[config.mk]
export PLATFORM = sky130hd
export DESIGN_NAME = mux_arbiter_flat
export DESIGN_NICKNAME = d
export VERILOG_FILES = /design/src/rtl/mux_arbiter_if.sv /design/src/rtl/mux_arbiter.sv /design/src/flat_wrapper.sv
export SDC_FILE = /design/constraint.sdc
export NUM_CORES = 1
export LEC_CHECK = 0
export ABC_AREA = 1
export CAP_MARGIN = 20
export CORE_MARGIN = 2
export CORE_UTILIZATION = 45
export DETAILED_ROUTE_END_ITERATION = 12
export PLACE_DENSITY = 0.76
export SLEW_MARGIN = 20
export SYNTH_ARGS = -nofsm -noshare
export SYNTH_HDL_FRONTEND = slang
export SYNTH_SLANG_ARGS = --single-unit
[constraint.sdc]
create_clock -name clk -period 3.1 [get_ports clk]
set_input_delay 0.62 -clock clk [delete_from_list [all_inputs] [get_ports clk]]
set_output_delay 0.62 -clock clk [all_outputs]
set_load 0.02 [all_outputs]
[src/rtl/mux_arbiter_if.sv]
// Request/grant bundle between the arbiter and its two requesters.
// The master side is the arbiter; the slave side is the requester pair.
interface mux_arbiter_if #(
  parameter int CNT_WIDTH = 5
) ();
  logic [1:0]           req;
  logic [1:0]           grant;
  logic                 sel;
  logic                 busy;
  logic [CNT_WIDTH-1:0] hold_cnt;

  modport master (
    input  req,
    output grant,
    output sel,
    output busy,
    output hold_cnt
  );

  modport slave (
    output req,
    input  grant,
    input  sel,
    input  busy,
    input  hold_cnt
  );
endinterface

[src/rtl/mux_arbiter.sv]
// Two-way round-robin arbiter owning a shared 2:1 mux select; grant is registered (1 cycle from req).
// A contended owner is preempted after HOLD_MAX granted cycles; HOLD_MAX=0 lets an owner keep it forever.
module mux_arbiter #(
  parameter int HOLD_MAX  = 16,
  parameter int CNT_WIDTH = 5
) (
  input logic          clk,
  input logic          reset,
  mux_arbiter_if.master bus
);

  typedef enum logic [1:0] {
    IDLE = 2'd0,
    OWN0 = 2'd1,
    OWN1 = 2'd2
  } state_t;

  localparam logic [CNT_WIDTH-1:0] CNT_MAX   = '1;
  localparam logic [CNT_WIDTH-1:0] HOLD_LAST =
    (HOLD_MAX == 0) ? '0 : CNT_WIDTH'(HOLD_MAX - 1);
  localparam bit PREEMPT_EN = (HOLD_MAX != 0);

  state_t               r_state;
  state_t               w_next;
  state_t               w_other;
  logic                 r_last;
  logic                 r_sel;
  logic                 r_busy;
  logic [1:0]           r_grant;
  logic [CNT_WIDTH-1:0] r_cnt;
  logic                 w_cur;
  logic                 w_own_req;
  logic                 w_oth_req;
  logic                 w_limit;
  logic                 w_next_idx;

  always_comb begin
    w_next     = r_state;
    w_cur      = (r_state == OWN1);
    w_other    = w_cur ? OWN0 : OWN1;
    w_own_req  = bus.req[w_cur];
    w_oth_req  = bus.req[~w_cur];
    // >= so an owner that was uncontended past the limit yields on the first contended edge
    w_limit    = PREEMPT_EN && (r_cnt >= HOLD_LAST);
    w_next_idx = 1'b0;

    case (r_state)
      IDLE: begin
        if (bus.req == 2'b11)
          w_next = r_last ? OWN0 : OWN1;
        else if (bus.req[0])
          w_next = OWN0;
        else if (bus.req[1])
          w_next = OWN1;
      end
      OWN0, OWN1: begin
        if (!w_own_req)
          w_next = w_oth_req ? w_other : IDLE;
        else if (w_oth_req && w_limit)
          w_next = w_other;
      end
      default: w_next = IDLE;
    endcase

    w_next_idx = (w_next == OWN1);
  end

  always_ff @(posedge clk) begin
    if (reset) begin
      r_state <= IDLE;
      r_grant <= 2'b00;
      r_sel   <= 1'b0;
      r_busy  <= 1'b0;
      r_cnt   <= '0;
      r_last  <= 1'b1;
    end else begin
      r_state <= w_next;
      if (w_next == IDLE) begin
        r_grant <= 2'b00;
        r_busy  <= 1'b0;
        r_cnt   <= '0;
      end else begin
        r_grant <= w_next_idx ? 2'b10 : 2'b01;
        r_busy  <= 1'b1;
        r_sel   <= w_next_idx;
        if (w_next != r_state) begin
          r_cnt  <= '0;
          r_last <= w_next_idx;
        end else if (r_cnt != CNT_MAX) begin
          r_cnt <= r_cnt + 1'b1;
        end
      end
    end
  end

  assign bus.grant    = r_grant;
  assign bus.sel      = r_sel;
  assign bus.busy     = r_busy;
  assign bus.hold_cnt = r_cnt;

endmodule

[src/flat_wrapper.sv]
// flat-port wrapper written by rule: the top's interface ports become plain ports
module mux_arbiter_flat 
#(
  parameter int HOLD_MAX  = 16,
  parameter int CNT_WIDTH = 5
)
  (clk, reset, bus_req, bus_grant, bus_sel, bus_busy, bus_hold_cnt);
  mux_arbiter_if #(.CNT_WIDTH(CNT_WIDTH)) bus_i ();
  input logic clk;
  input logic reset;
  input wire logic [$bits(bus_i.req)-1:0] bus_req;
  output wire logic [$bits(bus_i.grant)-1:0] bus_grant;
  output wire logic [$bits(bus_i.sel)-1:0] bus_sel;
  output wire logic [$bits(bus_i.busy)-1:0] bus_busy;
  output wire logic [$bits(bus_i.hold_cnt)-1:0] bus_hold_cnt;
  assign bus_i.req = bus_req;
  assign bus_grant = bus_i.grant;
  assign bus_sel = bus_i.sel;
  assign bus_busy = bus_i.busy;
  assign bus_hold_cnt = bus_i.hold_cnt;
  mux_arbiter #(.HOLD_MAX(HOLD_MAX), .CNT_WIDTH(CNT_WIDTH)) u_core (.clk(clk), .reset(reset), .bus(bus_i));
endmodule
# ---- Word level (Yosys, flattened, before mapping)
# Cells that the tools add are included.
dict set report word_totals {
  memories 0
  latchBits 0
  mem_bits_ro 0
  reg_bits 12
  ram_bits 0
  inputBits 4
}
dict set report op_classes {
  reduce_logical 7
  n_lt_le_gt_ge 3
  shift 0
  add_sub_neg 1
  mux 15
  n_eq_ne 6
  n_bitwise 2
  n_mul 0
  div_mod_pow 0
}
# operator count
set op_table {}
lappend op_table {{2-bit 2-to-1 mux} 9}
lappend op_table {{2-bit == test (second input constant)} 3}
lappend op_table {{5-bit by 1-bit adder with 5-bit output (second input constant)} 1}
lappend op_table {{5-bit by 4-bit >= comparator with 1-bit output (second input constant)} 1}
lappend op_table {{1-bit 2-to-1 mux} 5}
lappend op_table {{5-bit inequality test (second input constant)} 1}
lappend op_table {{2-bit zero test} 2}
lappend op_table {{1-bit by 2-bit < comparator with 1-bit output (second input constant)} 2}
lappend op_table {{2-bit one-hot mux with 2 select lines} 1}
lappend op_table {{2-bit OR reduction} 2}
lappend op_table {{3-bit OR reduction} 1}
lappend op_table {{2-bit by 1-bit == test with 1-bit output (second input constant)} 1}
lappend op_table {{2-bit inequality test} 1}
lappend op_table {{1-bit NOT} 2}
lappend op_table {{2-bit AND reduction} 1}
lappend op_table {{1-bit logical AND} 1}

# ---- Logic depth before layout (Yosys ltp)
dict set report logic_depth {
  depth_word 11
  ltp_mapped 20
  mapped_depth_nobuf 20
}

# ---- Worst setup path before layout
# OpenSTA, ideal clock, no wires.
dict set report synth_path {
  path_kind {register -> register}
  start {register u_core.r_cnt[0] (netlist: u_core.bus.hold_cnt[0])}
  end {register u_core.r_last}
  path_slack_ps 1103
  setup_time_ps 112
  path_stages_with_launch 20
  arrival_time_ps 1885
  n_path_buf 0
  path_cell_list {dfxtp_1 -> ha_1 -> nand2_1 -> nor2_1 -> ha_1 -> nor2_1 -> nand2_1 -> nand3_1 -> nand2_1 -> nand2_1 -> nand2_1 -> nand2_1 -> nand2_2 -> nand2_4 -> nand2_2 -> nand2_4 -> nand2_1 -> nand2_1 -> nand2_1 -> nand2_1}
}
dict set report synth_between {
  elab_chain_len 8
  word_cells_on_any_way 10
}
# element line
set synth_rtl {}
lappend synth_rtl {{start, declared} mux_arbiter.sv:30} ;# logic [CNT_WIDTH-1:0] r_cnt;
lappend synth_rtl {{start signal, assigned} mux_arbiter.sv:90} ;# r_cnt <= r_cnt + 1'b1;
lappend synth_rtl {{5-bit by 4-bit >= comparator with 1-bit output *} mux_arbiter.sv:44} ;# w_limit = PREEMPT_EN && (r_cnt >= HOLD_LAST);
lappend synth_rtl {{1-bit logical AND *} mux_arbiter.sv:59} ;# else if (w_oth_req && w_limit)
lappend synth_rtl {{2-bit 2-to-1 mux *} mux_arbiter.sv:59}
lappend synth_rtl {{2-bit 2-to-1 mux *} mux_arbiter.sv:57} ;# if (!w_own_req)
lappend synth_rtl {{2-bit one-hot mux with 2 select lines *} mux_arbiter.sv:47} ;# case (r_state)
lappend synth_rtl {{2-bit zero test} mux_arbiter.sv:78} ;# if (w_next == IDLE) begin
lappend synth_rtl {{1-bit NOT (no source line)} --}
lappend synth_rtl {{2-bit AND reduction (no source line)} --}
lappend synth_rtl {{end signal, assigned} mux_arbiter.sv:88} ;# r_last <= w_next_idx;
lappend synth_rtl {{end, declared} mux_arbiter.sv:26} ;# logic r_last;
# Mark *: on every way between the ends. The rest lies on a longest branch, timed or not.
# A chain may end at the register's enable or synchronous reset.

# ---- Final worst setup path
# Same ends and word-level chain as after synthesis.

==> impl_results.md <==
- Gpl congestion: 0.845
- Register area share after synthesis: 0.332
- Critical path class: reg -> reg
- Fmax: 480 MHz
- Most frequent cells in the layout: nand2_1 (21), inv_1 (12), clkdlybuf4s50_1 (12), dfxtp_1 (12), nor2_1 (8)
- Cell count after synthesis: 95
- First-pass GRT wire length: 2.15 mm
- Initial antenna violation count: 0
- Leak: 0.407 nW
- Top Ports: 13
- TritonCTS clock tree: done
- Grt ovf: 0
- Mapped Nets: 105
- WL final: 1.24 mm
- Power Total: 0.522 mW
- Critical Path RT: 3.28 ns
- CTS Buf Count: 3
- WP data arrival: 2.26 ns
- Cell Rows: 14
- Sink Count: 12
- Residual DRC count: 0
- Most frequent CP cell: nand2_1
- Post-route cell area: 887 um2
- Largest net degree at the start of global routing: 8
- Avg Cell Area, Syn: 7.63 um2
- Drt first pass iters: 4
- Via/cell ratio: 5.08
- Detail Route Antenna Nets: 0
- Layout Skew: 0.00547 ns
- Setup ws final: between 1 and 1.5 ns
- Tot GR Track Use: 0.155
- Clk buf depth: 2
- CP Launch Type: register
- Drt wl/cell: 9.84 um
- Worst path max stage delay: just over 0.4 ns
- Initial core utilization: 0.481
- Worst setup EP type: register
- TNS Setup: 0 ns
- Setup WS pre-CTS: 0.758 ns
- Yosys reg bits: 12
- Clock slew at reported path FFs: 0.07 ns
- DIE WIDTH: ~44 um
- Clock latency on the worst-skew pair: 0.27 ns
- Core area: about 1500 um2
- Worst VDD drop: around 300 uV
- Nets: ~120
- CP max-delay cell: dfxtp_1
- Final hold violations: 0
- CP cell instances: ha_1 -> nand2_1 -> nor2_1 -> ha_1 -> nor2_1 -> nand2_1 -> nand2_1 -> nand2_1 -> nand3_1 -> nand2_1 -> nand2_1 -> nand2_2 -> nand2_2 -> nand2_1 -> nand2_2 -> nand2_1 -> nand2_1 -> nand2_1 -> nand2_1
- Worst Hold Class: reg -> reg
- Iter 0 DRT Violations: 17
- Max-Cap Viols: 0
- Fill cell count: approximately 130
- Layout cells sized above 1: 0.173
- Layout overhead on the synthesized area: 22.5%
- Most common cell after layout, fill and taps aside: nand2_1
- CTS resizes: 0
- Status: finished, final reports clean
- DIE HEIGHT: 44.1 um
- Worst hold margin: 0.472 ns
- Post-Place Cell Area: 865 um2
- # port buffers: 12
- Final setup fails: 0
- CTS Hold Bufs: 0
- Post-CTS Setup Repair Bufs: 0
- Synth warnings: 0
- Max transition margin: 0.851
- H-tree levels: 1
- Number of global-route vias before repair: 562
- Syn Std Cell Area: 724 um2
- Max FO, Critical Path: 5
- Slew @ Worst Pin: around 0.22 ns
- Final Cycle Share: 0.672
- ANT cells: 0
- Hpwl dp: 975 um
- RSZ-0062 raised after global routing: false
- Clock Tree Root: clkbuf_4
- Period minus WS final: between 2 and 2.5 ns
- Via count: 640
- Power Density: 589 nW/um2
- Number of distinct library cells after synthesis: 19
- Max Transition Viols Final: 0
- Die area: 1950 um2
-- final timing paths --
path | depth (start not counted) | to | slack (ns) | from
worst min register to register | 2 | u_core.r_last$_SDFFE_PP1P_ | 0.47 | u_core.r_last$_SDFFE_PP1P_
worst min-delay path | 2 | u_core.r_last$_SDFFE_PP1P_ | 0.47 | u_core.r_last$_SDFFE_PP1P_
worst max-delay path | 19 | u_core.r_last$_SDFFE_PP1P_ | 1.02 | u_core.bus.hold_cnt[0]$_SDFFE_PP0P_
worst max register to register | 19 | u_core.r_last$_SDFFE_PP1P_ | 1.02 | u_core.bus.hold_cnt[0]$_SDFFE_PP0P_
-- area by class of cell --
type / count / area (um2) / area share
clock buffers: 3 / 22.5 / 0.0254
inverters: 13 / 51.3 / 0.0578
multi-input cells: 70 / 433 / 0.488
flip-flops and latches: 12 / 240 / 0.271
well taps: 16 / 20.0 / 0.0226
repair buffers: 12 / 120 / 0.135
-- flip-flops by register name, indices dropped and copies added, names as in the netlist --
signal and flops:
u_core.bus.busy 1, u_core.bus.grant 2, u_core.bus.hold_cnt 5, u_core.bus.sel 1
u_core.r_last 1, u_core.r_state 2
-- report_power, final --
group | switching (mW) | internal [mW]
Sequential | 0.0191 | 0.180
Combinational | 0.143 | 0.0886
Clock | 0.0471 | 0.0450
-- critical path, delay by kind of cell (launching register included) --
kind	cells	cell delay [ns]
AND/OR/NAND/NOR	17	1.22
flip-flops	1	0.41
adder cells (fa/ha/maj)	2	0.36
-- cell usage after synthesis --
cell	number	area (um2)
inv_1	12	45.0
nand4_1	2	12.5
a21oi_1	2	10.0
nand3_1	5	25.0
dfxtp_1	12	240
mux2i_1	1	10.0
o21ai_1	1	5.00
o211ai_1	2	15.0
nand2_1	21	78.8
nand2_4	4	45.0
nand2_2	5	31.3
nand3_4	1	17.5
inv_4	1	6.26
ha_1	6	75.1
nor2_1	8	30.0
o21ai_0	3	15.0
xor2_1	3	26.3
nor2_2	5	31.3
nor3_1	1	5.00
-- kinds of logic (layout without fill, tap and decap cells) --
kind of cell | count (synthesis) | in the layout | share of synthesized area
adder cells (fa/ha/maj) | 6 | 6 | 0.104
flip-flops | 12 | 12 | 0.332
XOR/XNOR | 3 | 3 | 0.0363
multiplexers | 1 | 1 | 0.0138
AO/OA/AOI/OAI | 8 | 8 | 0.0622
AND/OR/NAND/NOR | 52 | 52 | 0.382
buffers and inverters | 13 | 28 | 0.0708
-- metal layers --
metal | global-route usage | up-vias | share of wire
li1 | - | 333 | -
met1 | 0.159 | 286 | 0.44
met2 | 0.274 | 15 | 0.49
met3 | 0.0735 | 6 | 0.061
met4 | 0.0545 | 0 | 0.015
met5 | 0 | - | 0
-- metrics by stage --
step | utilization | std cells
6_report | 0.589 | 126
5_1_grt | 0.589 | 126
4_1_cts | 0.589 | 126
3_5_place_dp | 0.574 | 123
3_3_place_gp | 0.574 | 123
2_1_floorplan | - | 95
Note: power is estimated with default switching activity, not from simulation.
